`config.mk`:
```
export PLATFORM = sky130hd
export DESIGN_NAME = paddle_collision
export DESIGN_NICKNAME = d
export VERILOG_FILES = /design/src/rtl/paddle_collision.sv
export SDC_FILE = /design/constraint.sdc
export NUM_CORES = 1
export LEC_CHECK = 0
export BUFFER_PORTS_ARGS = -buffer_cell sky130_fd_sc_hd__buf_2
export CAP_MARGIN = 20
export CORE_ASPECT_RATIO = 0.8
export CORE_MARGIN = 2
export CORE_UTILIZATION = 48
export DETAILED_ROUTE_END_ITERATION = 16
export GPL_ROUTABILITY_DRIVEN = 0
export PLACE_DENSITY = 0.86
export SLEW_MARGIN = 20
export SYNTH_ARGS = -nofsm -noshare
export SYNTH_HDL_FRONTEND = slang
export SYNTH_SLANG_ARGS = --single-unit
```
`constraint.sdc`:
```
create_clock -name clk -period 2.7 [get_ports clk]
set_input_delay 0.27 -clock clk [delete_from_list [all_inputs] [get_ports clk]]
set_output_delay 0.27 -clock clk [all_outputs]
set_load 0.02 [all_outputs]
```
`src/rtl/paddle_collision.sv`:
```
// Ball-to-paddle contact detector with a lockout FSM that emits one collision pulse per contact.
// Optional rally counter is built when PADDLE_RALLY_COUNT_EN is defined.
module paddle_collision #(
    parameter int unsigned LEFT_FACE_X  = 20,
    parameter int unsigned RIGHT_FACE_X = 615,
    parameter int unsigned ZONE_W       = 6,
    parameter int unsigned PADDLE_H     = 60,
    parameter int unsigned LOCKOUT_CYC  = 16
) (
    input  logic       clk,
    input  logic       rst,
    input  logic [9:0] x_pos,
    input  logic [9:0] y_pos,
    input  logic       x_vel,
    input  logic       game_over,
    input  logic [9:0] left_paddle_y,
    input  logic [9:0] right_paddle_y,
    output logic       collision,
    output logic       hit_side,
    output logic [7:0] rally_count
);

    localparam logic [10:0] LFace   = 11'(LEFT_FACE_X);
    localparam logic [10:0] RFace   = 11'(RIGHT_FACE_X);
    localparam logic [10:0] ZoneW   = 11'(ZONE_W);
    localparam logic [10:0] PaddleH = 11'(PADDLE_H);

    localparam int unsigned     CntW    = (LOCKOUT_CYC > 1) ? $clog2(LOCKOUT_CYC) : 1;
    localparam logic [CntW-1:0] CntLoad = CntW'(LOCKOUT_CYC - 1);

    typedef enum logic [1:0] {StArmed, StHit, StLockout, StClear} state_e;

    state_e          state_q;
    logic [CntW-1:0] cnt_q;

    logic [10:0] x_ext, y_ext, lpy_ext, rpy_ext;
    logic        left_x, right_x, left_y, right_y;
    logic        left_hit, right_hit, in_zone;

    // 11-bit arithmetic keeps paddle_y + PADDLE_H from wrapping
    assign x_ext   = {1'b0, x_pos};
    assign y_ext   = {1'b0, y_pos};
    assign lpy_ext = {1'b0, left_paddle_y};
    assign rpy_ext = {1'b0, right_paddle_y};

    assign left_x  = (x_ext + ZoneW > LFace) && (x_ext <= LFace);
    assign right_x = (x_ext >= RFace) && (x_ext < RFace + ZoneW);
    assign left_y  = (y_ext >= lpy_ext) && (y_ext < lpy_ext + PaddleH);
    assign right_y = (y_ext >= rpy_ext) && (y_ext < rpy_ext + PaddleH);

    assign left_hit  = !x_vel && left_x && left_y;
    assign right_hit = x_vel && right_x && right_y;
    assign in_zone   = (left_x && left_y) || (right_x && right_y);

    // The counter is loaded on entry to StHit so the pulse cycle counts toward the lockout,
    // placing the earliest re-arm sample at pulse + LOCKOUT_CYC + 1.
    always_ff @(posedge clk) begin
        if (rst) begin
            state_q   <= StArmed;
            cnt_q     <= '0;
            collision <= 1'b0;
            hit_side  <= 1'b0;
        end else if (game_over) begin
            state_q   <= StArmed;
            cnt_q     <= '0;
            collision <= 1'b0;
        end else begin
            collision <= 1'b0;
            case (state_q)
                StArmed: begin
                    if (left_hit || right_hit) begin
                        state_q   <= StHit;
                        collision <= 1'b1;
                        hit_side  <= ~left_hit;
                        cnt_q     <= CntLoad;
                    end
                end
                StHit: begin
                    if (cnt_q == '0) begin
                        state_q <= StClear;
                    end else begin
                        cnt_q   <= cnt_q - CntW'(1);
                        state_q <= StLockout;
                    end
                end
                StLockout: begin
                    if (cnt_q == '0) begin
                        state_q <= StClear;
                    end else begin
                        cnt_q <= cnt_q - CntW'(1);
                    end
                end
                StClear: begin
                    if (!in_zone) begin
                        state_q <= StArmed;
                    end
                end
                default: state_q <= StArmed;
            endcase
        end
    end

`ifdef PADDLE_RALLY_COUNT_EN
    logic [7:0] rally_q;

    always_ff @(posedge clk) begin
        if (rst || game_over) begin
            rally_q <= 8'd0;
        end else if (state_q == StArmed && (left_hit || right_hit) && rally_q != 8'hFF) begin
            rally_q <= rally_q + 8'd1;
        end
    end

    assign rally_count = rally_q;
`else
    assign rally_count = 8'd0;
`endif

endmodule

```
# == After elaboration in Yosys (flattened, before gate mapping) ==
# Cells that the tools add are included.
# totals
reg_bits,8
out_inout_bits,10
word_cells,57
# classes
addsub,4
order_cmp,8
eq_ne,7
mux,9
bitwise,3
reduce_logical,22
# op_table
cell,n
$add A10 B6 Y11 const B,2
$lt A10 B11 Y1,2
$ge A10 B10 Y1,2
$add A10 B3 Y11 const B,1
$gt A11 B5 Y1 const B,1
$ge A10 B10 Y1 const B,1
$le A10 B5 Y1 const B,1
$logic_and A1 B1 Y1,10
$lt A10 B10 Y1 const B,1
$reduce_and A3 Y1,3
$mux W4,2
$ne A2 B2 Y1 const B,4
$pmux W2 S4,1
$pmux W4 S2,1
$mux W2,3
$eq A2 B2 Y1 const B,2
$logic_not A4 Y1,1
$reduce_or A2 Y1,2
$sub A4 B1 Y4 const B,1
$not A1 Y1,3
$reduce_or A3 Y1,1
$eq A2 B1 Y1 const B,1
$logic_not A2 Y1,1
$logic_or A1 B1 Y1,2
other kinds (3),4

# == Longest topological paths before layout ==
# depth
depth_word,8
ltp_mapped,13

# == Least setup slack after synthesis ==
# Ideal clock, no wire load.
# synth_timing
path_type,input port to flip-flop
startpoint,input right_paddle_y[2]
endpoint,register cnt_q[3]
setup_time_ns,0.122
t_arrival_ns,2.851
required_time_ns,2.578
setup_slack_ns,-0.273
cell_stages,12
path_buffers,0
path_cell_list,inv_1 ha_1 and3_1 nor3_1 xnor2_1 ha_1 a2111oi_0 o211ai_1 a31oi_2 o22a_4 mux2_4 a221o_1
# synth_between
elab_chain_cells,7
word_cells_on_any_way,8
cone_classes,1 x add/sub; 2 x order compare; 1 x eq/ne; 4 x reduce/logical
# synth_lines
element,line,rtl
from (decl),17,"input logic [9:0] right_paddle_y,"
$add A10 B6 Y11,49,assign right_y = (y_ext >= rpy_ext) && (y_ext < rpy_ext + PaddleH);
$lt A10 B11 Y1,49,
$logic_and A1 B1 Y1 (*),49,
$logic_and A1 B1 Y1 (*),52,assign right_hit = x_vel && right_x && right_y;
$logic_or A1 B1 Y1 (*),71,if (left_hit || right_hit) begin
$ne A2 B2 Y1 (no line) (*),--,
$reduce_and A3 Y1 (no line) (*),--,
to (signal assigned),75,cnt_q <= CntLoad;
to (signal assigned),82,cnt_q <= cnt_q - CntW'(1);
to (signal assigned),90,cnt_q <= cnt_q - CntW'(1);
to (decl),34,logic [CntW-1:0] cnt_q;
# Mark *: on every way between the ends. The rest lies on a longest branch, timed or not.
# A chain may end at the register's enable or synchronous reset.

# == Final worst setup path ==
# layout_timing
startpoint,input left_paddle_y[3]
endpoint,register cnt_q[3]
# layout_between
elab_chain_cells,7
word_cells_on_any_way,8
cone_classes,1 x add/sub; 2 x order compare; 1 x eq/ne; 4 x reduce/logical
# layout_lines
element,line,rtl
from (decl),16,"input logic [9:0] left_paddle_y,"
$add A10 B6 Y11,48,assign left_y = (y_ext >= lpy_ext) && (y_ext < lpy_ext + PaddleH);
$lt A10 B11 Y1,48,
$logic_and A1 B1 Y1 (*),48,
$logic_and A1 B1 Y1 (*),51,assign left_hit = !x_vel && left_x && left_y;
$logic_or A1 B1 Y1 (*),71,
$ne A2 B2 Y1 (no line) (*),--,
$reduce_and A3 Y1 (no line) (*),--,
# Marks and branches as above.

==> key figures <==
Job
  – Max-Cap Viols: 0

Detailed routing
  – First-pass DRT Iterations: 4
  – DR WL met3: approximately 220 um
  – Final ANT Viol Nets: 0
  – Top Layer Used: met4
  – Via density: between 5 and 6
  – Starting DRT DRC Count: 60
  – Routed wl met2: roughly 2100 um
  – Vias: between 1500 and 2000
  – # DRC: 0
  – WL per Instance: about 14 um
  – Wl on met1: ~2300 um
  – DRT Wirelength: ~4700 um

Logic synthesis
  – Netlist cell types: between 50 and 60
  – Netlist Area Pre-Place: about 1800 um^2
  – Async set-reset flop share out of synthesis: 0
  – Top FF cell, synth: dfxtp_1
  – Syn avg cell area: 8.19 um^2
  – #FFs+latches synth: 8
  – Sequential area share after synthesis: 0.0877
  – Post-synth EDFFs: 0
  – Synthesized instance count: about 220
  – Warnings, synthesis: 0

Power
  – NetSw: roughly 0.00023 W
  – Pwr dens: ~250 nW/um^2
  – Pint: 0.000388 W
  – Maximum vdd drop: about 0.00034 V
  – LEAKAGE: around 1.2 nW
  – Clock power share: 0.230
  – Flop pwr share: 0.206
  – Pwr Total: 0.000614 W
  – Comb pwr share: 0.564
  – Switching share of power: 0.368

Timing
  – RSZ-0062 raised after global routing: yes
  – Final Setup Violations: 1
  – Fin crit share: 1.02
  – Max Slew Vio Count: 0
  – Setup ws final: -0.0442 ns
  – Setup Skew: about 0.0014 ns
  – Fin crit period: roughly 2.7 ns
  – Max Clk Rate: around 0.36 GHz
  – Final Hold Vio Count: 0

GRT
  – Initial antenna violation count: 0
  – Vias in the first global route: around 1800
  – Remaining Overflow, GRT: 0
  – First-pass GRT wire length: 7790 um
  – Pin count of the biggest net entering global routing: 8
  – All-Layer GR Usage: 0.228

Finish
  – Share of post-route cells with drive strength above 1: 0.343
  – Area Growth Syn to Fin: 33.4%
  – ANT cells: 0
  – Final Instance Area: between 2000 and 2500 um^2
  – Nets: a little under 400
  – Commonest non-fill, non-tap cells in the layout: 44 x ha_1, 42 x buf_2, 28 x buf_4
  – Most common cell after layout, fill and taps aside: ha_1

CTS
  – TritonCTS Buffers: 3
  – H-tree depth: 1
  – CTS Root Buffer Type: clkbuf_8
  – Clk slew on worst S/H paths: around 0.04 ns
  – Clock Latency Late Sink: ~0.22 ns
  – Clk sinks: 8
  – Max clock buf depth: 2
  – TritonCTS clock tree: done

Floorplan
  – Core area: between 3000 and 4000 um^2
  – Die W: 73.0 um
  – Ports: 54
  – Die Ht: about 59 um
  – Die area: between 4000 and 5000 um^2
  – Starting Density: 0.490
  – Std-Cell Rows: 20

Placed design
  – Port Buffers: 45
  – DP HPWL: approximately 4100 um
  – Placed instance area: 2290 um^2

Setup path
  – Worst setup SP type: input port
  – CP Class: in -> reg
  – Worst EP required: approximately 2.8 ns
  – Setup slack, reg-to-reg: around 0.69 ns
  – Crit path max fanout: 2
  – Reg2Reg Launch Point: state_q[1]$_SDFFE_PP0P_
  – CP Capture Type: flip-flop
  – WP data arrival: approximately 2.9 ns
  – Crit path from: left_paddle_y[3]

Status
  – Status: complete, but fails checks
  – Failing checks: negative setup slack

Worst hold path
  – Hold path startpoint: rst
  – Hold crit path type: in -> reg
## per-layer routing
layer	global-route usage	up-vias
met3	0.0425	10
met2	0.384	64
met1	0.303	846
met5	0	-
met4	0.0529	0
li1	-	968
## kinds of logic (layout without fill, tap and decap cells)
kind of cell,after synthesis,in the layout,synth area share
xor+xnor,12,12,0.0575
flops,8,8,0.0877
other cells,1,8,0.00205
buf+inv,36,103,0.0904
compound gates,56,56,0.230
simple gates,61,61,0.198
fa+ha+maj,46,46,0.315
mux,3,3,0.0192
## synthesized netlist by cell type (2+ instances only)
library cell	count	area (um^2)
a2111oi_0	2	17.5
a211oi_1	6	45.0
a21o_1	4	30.0
a21oi_1	7	35.0
and3_1	2	12.5
buf_4	8	60.1
dfxtp_1	8	160
ha_1	46	576
inv_1	28	105
mux2i_1	2	20.0
nand2_1	13	48.8
nand2b_1	4	25.0
nand3_1	2	10.0
nand4_1	4	25.0
nor2_1	6	22.5
nor2b_1	2	12.5
nor3_1	9	45.0
nor3b_1	3	22.5
nor3b_2	2	25.0
o2111ai_1	4	35.0
o211ai_1	3	22.5
o21a_1	2	15.0
o21ai_0	8	40.0
o21ai_1	2	10.0
o21bai_1	3	22.5
o22ai_1	2	12.5
or2_2	2	12.5
or2b_1	2	15.0
xnor2_1	12	105
## power by group through the flow
stage | Clock [W] | Sequential (W) | Combinational, W
after floorplan | 0 | 0.000128 | 0.000210
after global placement | 0 | 0.000128 | 0.000307
after detailed placement | 0 | 0.000129 | 0.000325
after CTS | 0.000147 | 0.000127 | 0.000339
after global routing | 0.000152 | 0.000127 | 0.000388
final | 0.000141 | 0.000127 | 0.000346
## final cells by class
type                    count  area, um^2
flip-flops and latches      8         160
inverters                  28         130
repair buffers             72         447
multi-input cells         186        1600
fillers                   319        1290
clock buffers               3        41.3
well taps                  44        55.1
## critical path: stages
cell and delay, ns:
buf_8 0.10, inv_4 0.05, ha_4 0.13, nor3b_4 0.23
xnor2_1 0.16, ha_1 0.27, a211o_1 0.31, o211ai_1 0.09
a21oi_1 0.11, nor4_1 0.20, o31a_2 0.22, o22a_4 0.14
mux2_4 0.29, a221o_1 0.28
## metrics by stage
| stage | setup slack, ns | hold WS, ns | instances | util | TNS, ns |
|---|---|---|---|---|---|
| 4_1_cts | -0.0150 | 0.257 | 340 | 0.646 | -0.0150 |
| 3_5_place_dp | -0.361 | 0.494 | 333 | 0.615 | -1.42 |
| 5_1_grt | -0.188 | 0.272 | 341 | 0.653 | -0.564 |
| 2_1_floorplan | -0.0670 | 0.342 | 230 | - | -0.0670 |
| 3_3_place_gp | -0.239 | 0.487 | 333 | 0.615 | -0.598 |
| 6_report | -0.0442 | 0.259 | 341 | 0.653 | -0.0442 |
## state kept, by name (all words and copies together) (netlist names)
register,flops
cnt_q,4
state_q,2
hit_side,1
collision,1
## timing repair
| item | 4_1_cts | 5_1_grt |
|---|---|---|
| setup buffers | 4 | 1 |
| resized for setup | 12 | 5 |
| setup endpoints to repair | 3 | 6 |
| pin swaps | 9 | 2 |
| hold buffers | 0 | 0 |
## path summary, 6_finish.rpt
kind	endpoint	cells past startpoint
setup / recovery	cnt_q[3]$_SDFFE_PP0P_	14
hold / removal	hit_side$_SDFFE_PP0P_	2
setup reg to reg	cnt_q[3]$_SDFFE_PP0P_	7
hold reg to reg	cnt_q[1]$_SDFFE_PP0P_	2
Note: power is estimated with default switching activity, not from simulation.
